`src/rtl/mem_bist_array.sv`:
```
// mem_bist_array: single-port memory with March C- self-test engine and stuck-at-0 fault hook
module mem_bist_array #(
    parameter int ADDR_BITS = 5,
    parameter int DATA_BITS = 8,
    parameter int CNT_BITS  = 8
) (
    input  logic                 clk,
    input  logic                 rst_n,
    input  logic                 we,
    input  logic [ADDR_BITS-1:0] addr,
    input  logic [DATA_BITS-1:0] wdata,
    output logic [DATA_BITS-1:0] rdata,
    input  logic                 bist_start,
    input  logic [DATA_BITS-1:0] bist_bg,
    output logic                 bist_busy,
    output logic                 bist_done,
    output logic                 bist_fail,
    output logic [ADDR_BITS-1:0] bist_fail_addr,
    output logic [CNT_BITS-1:0]  bist_fail_count,
    input  logic                 fi_en,
    input  logic [ADDR_BITS-1:0] fi_addr
);
    localparam int DEPTH = 1 << ADDR_BITS;
    typedef enum logic [2:0] {IDLE, M0, M1, M2, M3, M4, M5, DONE} state_t;
    state_t state, state_n;
    logic [ADDR_BITS-1:0] ptr, ptr_n, a;
    logic [DATA_BITS-1:0] bg, d, exp_val;
    logic [DATA_BITS-1:0] mem [DEPTH];
    logic phase, phase_n, down, last, check, mem_we, mismatch;
    // march sequencing, port mux and compare; phase 1 is the compare/write half of an address
    always_comb begin
        bist_busy = !(state inside {IDLE, DONE});
        bist_done = state == DONE;
        down      = state inside {M3, M4, M5};
        last      = down ? ptr == '0 : ptr == '1;
        check     = bist_busy && state != M0 && phase;
        exp_val   = (state inside {M1, M3, M5}) ? bg : ~bg;
        d         = bist_busy ? ((state inside {M0, M2, M4}) ? bg : ~bg) : wdata;
        a         = bist_busy ? ptr : addr;
        mem_we    = rst_n && (bist_busy ? (state == M0 || (check && state != M5)) : we);
        mismatch  = check && rdata != exp_val;
        state_n   = state;
        ptr_n     = ptr;
        phase_n   = phase;
        if (state == IDLE) begin
            state_n = bist_start ? M0 : IDLE;
            ptr_n   = '0;
            phase_n = 1'b0;
        end else if (state == DONE) begin
            state_n = IDLE;
        end else begin
            phase_n = state != M0 && !phase;
            if (state == M0 || phase) begin
                ptr_n = down ? ptr - 1'b1 : ptr + 1'b1;
                if (last) begin
                    state_n = state_t'(state + 3'd1);
                    ptr_n   = state == M2 ? ptr : ptr_n;
                end
            end
        end
    end
    // state, read register and sticky fail tracking
    always_ff @(posedge clk) begin
        if (!rst_n) begin
            state           <= IDLE;
            ptr             <= '0;
            phase           <= 1'b0;
            rdata           <= '0;
            bist_fail       <= 1'b0;
            bist_fail_addr  <= '0;
            bist_fail_count <= '0;
        end else begin
            state <= state_n;
            ptr   <= ptr_n;
            phase <= phase_n;
            rdata <= mem[a];
            if (state == IDLE && bist_start) begin
                bg              <= bist_bg;
                bist_fail       <= 1'b0;
                bist_fail_addr  <= '0;
                bist_fail_count <= '0;
            end else if (mismatch) begin
                bist_fail <= 1'b1;
                if (!bist_fail) bist_fail_addr <= ptr;
                if (bist_fail_count != '1) bist_fail_count <= bist_fail_count + 1'b1;
            end
        end
    end
    // array write; the faulty word loses bit 0 on every write
    always_ff @(posedge clk) begin
        if (mem_we) mem[a] <= (fi_en && a == fi_addr) ? {d[DATA_BITS-1:1], 1'b0} : d;
    end
endmodule

```
`config.mk`:
```
export PLATFORM = sky130hd
export DESIGN_NAME = mem_bist_array
export DESIGN_NICKNAME = d
export VERILOG_FILES = /design/src/rtl/mem_bist_array.sv
export SDC_FILE = /design/constraint.sdc
export NUM_CORES = 1
export LEC_CHECK = 0
export ABC_AREA = 1
export CORE_ASPECT_RATIO = 0.8
export CORE_UTILIZATION = 45
export CTS_BUF_LIST = sky130_fd_sc_hd__clkbuf_16
export DETAILED_ROUTE_END_ITERATION = 10
export HOLD_SLACK_MARGIN = 0.05
export PLACE_DENSITY = 0.72
export SKIP_LAST_GASP = 1
export SLEW_MARGIN = 20
export SYNTH_ARGS = -nofsm -noshare
export SYNTH_HDL_FRONTEND = slang
export SYNTH_SLANG_ARGS = --single-unit
```
`constraint.sdc`:
```
create_clock -name clk -period 2.9 [get_ports clk]
set_clock_uncertainty 0.05 [all_clocks]
set_input_delay 0.435 -clock clk [delete_from_list [all_inputs] [get_ports clk]]
set_output_delay 0.435 -clock clk [all_outputs]
set_load 0.01 [all_outputs]
```
==> impl_metrics.yaml <==
routing:
  routed_wl_um: 34800
  vias_per_cell: 5.37
  drt_iter0_drc: 1125
  dr.pass1.iters: 5
  post_drt_wl_per_cell_um: 19.0
  ant_nets: 0
  vias: 9857
  drc: 0
setup_path:
  path_class: "reg2out"
  crit_required_ps: 2410
  crit_path_max_incr_delay_ps: 570
  crit_arrival_ps: 2320
  reg2reg_depth: 11
  critPathTopFamily: "buffers and inverters"
  worstSetupEndpointType: "primary output"
  cpMaxStageDelayCell: "clkdlybuf4s50_1"
  critPathLaunchType: "flop"
  critPathMaxFanout: 15
  crit_chain: "inv_1 > ha_1 > nand2_4 > nand2_8 > inv_4 > clkdlybuf4s50_1"
  cp-startpoint: "state[0]"
  reg2reg_from: "state[0]"
  worst-path-buf-inv: 3
  worstSetupPathDepth: 6
timing:
  hold_violations: 0
  worst_slack_ps: 95.1
  tightest_slew_ps: 962
  setup_tns_ps: 0
  fin_crit_ps: 2800
  period_share: 0.967
  setup_viol: 0
  drv_slew: 0
  max_freq_mhz: 357
  relSlewSlack: 0.358
  rsz0062_at_grt: "true"
synthesis:
  ys.flop_type: "edfxtp_1"
  ys_types: 33
  avgSynthCellArea_sq_um: 9.84
  synth_nets: 1389
  synth-seq-cells: 295
  syn_area_sq_um: 13300
  ys_warn_count: 0
  ys_seq_area_frac: 0.645
  synthCells: 1347
  synth_edf_count: 264
  synthArstFlopShare: 0
floorplan:
  ios: 55
  dieArea_sq_um: 30200
  core_sq_um: 28600
  core.rowCount: 55
  dieWidth_um: 194
  start_util: 0.463
  die_y_um: 156
run:
  max_cap_violations: 0
power_and_ir_drop:
  p_per_area_nw_per_um2: 968
  peakVddDrop_uv: 559
  power.total_mw: 15.0
  p_leak_nw: 6.35
placement:
  place_ws_ps: -19.5
  dpl.hpwl_um: 22000
  io_buffers: 54
  gp_congestion: 0.882
global_route:
  grt_pass1_vias: 9602
  grt-ovfl-total: 0
  grt_pass1_wl_um: 54300
  grt_usage: 0.235
  antenna_found_initial: 0
  grt_max_degree: 65
finish:
  utilization: 0.541
  mostFrequentLayoutCells: "649 x nand2_1, 264 x edfxtp_1, 112 x nand3_1, 67 x buf_4, 60 x nor2_1"
  area_growth_syn_to_layout_pct: 16.7
  layout_commonest_cell: "nand2_1"
  layout-drive-gt1-share: 0.0997
  fin_nets: 1487
clock_tree:
  cts_max_level: 1
  cts-root-buf: "clkbuf_16"
  numClockSinks: 295
  post-cts-setup-buffers: 0
  cts.path.max_buffers: 3
  clk_latency_ps: 550
  path_clk_slew_ps: 70
  cts_made_buffers: 29
  cts_tree: "built"
  cts_hold_buf: 0
run_status:
  status: "finished clean"
hold_path:
  hold_path.startpoint: "bist_bg[7]"
  whs_path_depth: 1
  hp-class: "in2reg"
-- power by group --
group | switching [mW] | total, mW | internal [mW]
sequential | 0.140 | 5.62 | 5.48
clock | 1.52 | 3.40 | 1.88
combinational | 4.33 | 5.96 | 1.64
total | 5.99 | 15.0 | 8.99
-- layer usage --
metal / track usage / share of wire / vias to the layer above
met3: 0.0445 / 0.10 / 72
met1: 0.351 / 0.45 / 4662
met4: 0.0658 / 0.026 / 0
met5: 0 / 0 / -
met2: 0.349 / 0.42 / 451
li1: - / - / 4672
-- cells in the mapped netlist (10+ instances only) --
cell type	instances	area share
nand4_1	15	0.0071
nand2_1	651	0.18
buf_2	34	0.013
inv_1	34	0.0096
o21ai_0	15	0.0057
a21oi_1	33	0.012
edfxtp_1	264	0.60
ha_1	10	0.0094
nand3_1	114	0.043
dfxtp_1	31	0.047
xor2_1	19	0.013
clkbuf_1	18	0.0051
nor2_1	60	0.017
-- layout make-up --
class,instances,area [sq um]
fill,2457,13200
sequential,295,8550
multi-input combinational,955,4330
timing repair buffer,126,1140
clock buffer,29,726
tap,370,463
inverter,38,150
clock inverter,21,109
antenna,1,2.50
-- metrics by stage --
step	instance area [sq um]	std cells	hold WS, ps
after floorplan	13300	1347	422
after global placement	14600	1784	401
after detailed placement	14600	1784	408
after CTS	15500	1834	385
after global routing	15500	1834	399
final	15500	1835	396
-- registers in the layout, summed over array words and instances, names as in the netlist --
name and count:
bg 8, bist_fail 1, bist_fail_addr 5, bist_fail_count 8, mem 256, phase 1, ptr 5, rdata 8
state 3
-- worst register-to-register path, cell delays in order, from the launching register on --
cell and delay [ps]:
dfxtp_1 400, inv_1 110, ha_1 300, o31ai_1 450, inv_1 250, fa_1 460, nand2_1 80, nand2_1 50
a21oi_1 170, xor2_1 150, nand2_1 60, a21oi_1 140
-- kinds of logic after synthesis --
kind of cell,share of synthesized area
buffers and inverters,0.0341
AOI/OAI and AO/OA,0.0279
adders and majority gates,0.0109
xor gates and xnor gates,0.0172
DFF,0.645
and+or+nand+nor,0.265
-- repair_timing --
action,CTS,global route
gates resized for setup,1,3
cloned,0,0
setup endpoints to repair,52,68
-- path summary, 6_finish.rpt --
check | endpoint | slack, ps
worst max-delay path | bist_busy | 100
worst min-delay path | bg[7] | 400
worst max register to register | ptr[4] | 150
worst min register to register | bist_fail_addr[4] | 420
(Power assumes the default switching activity.)
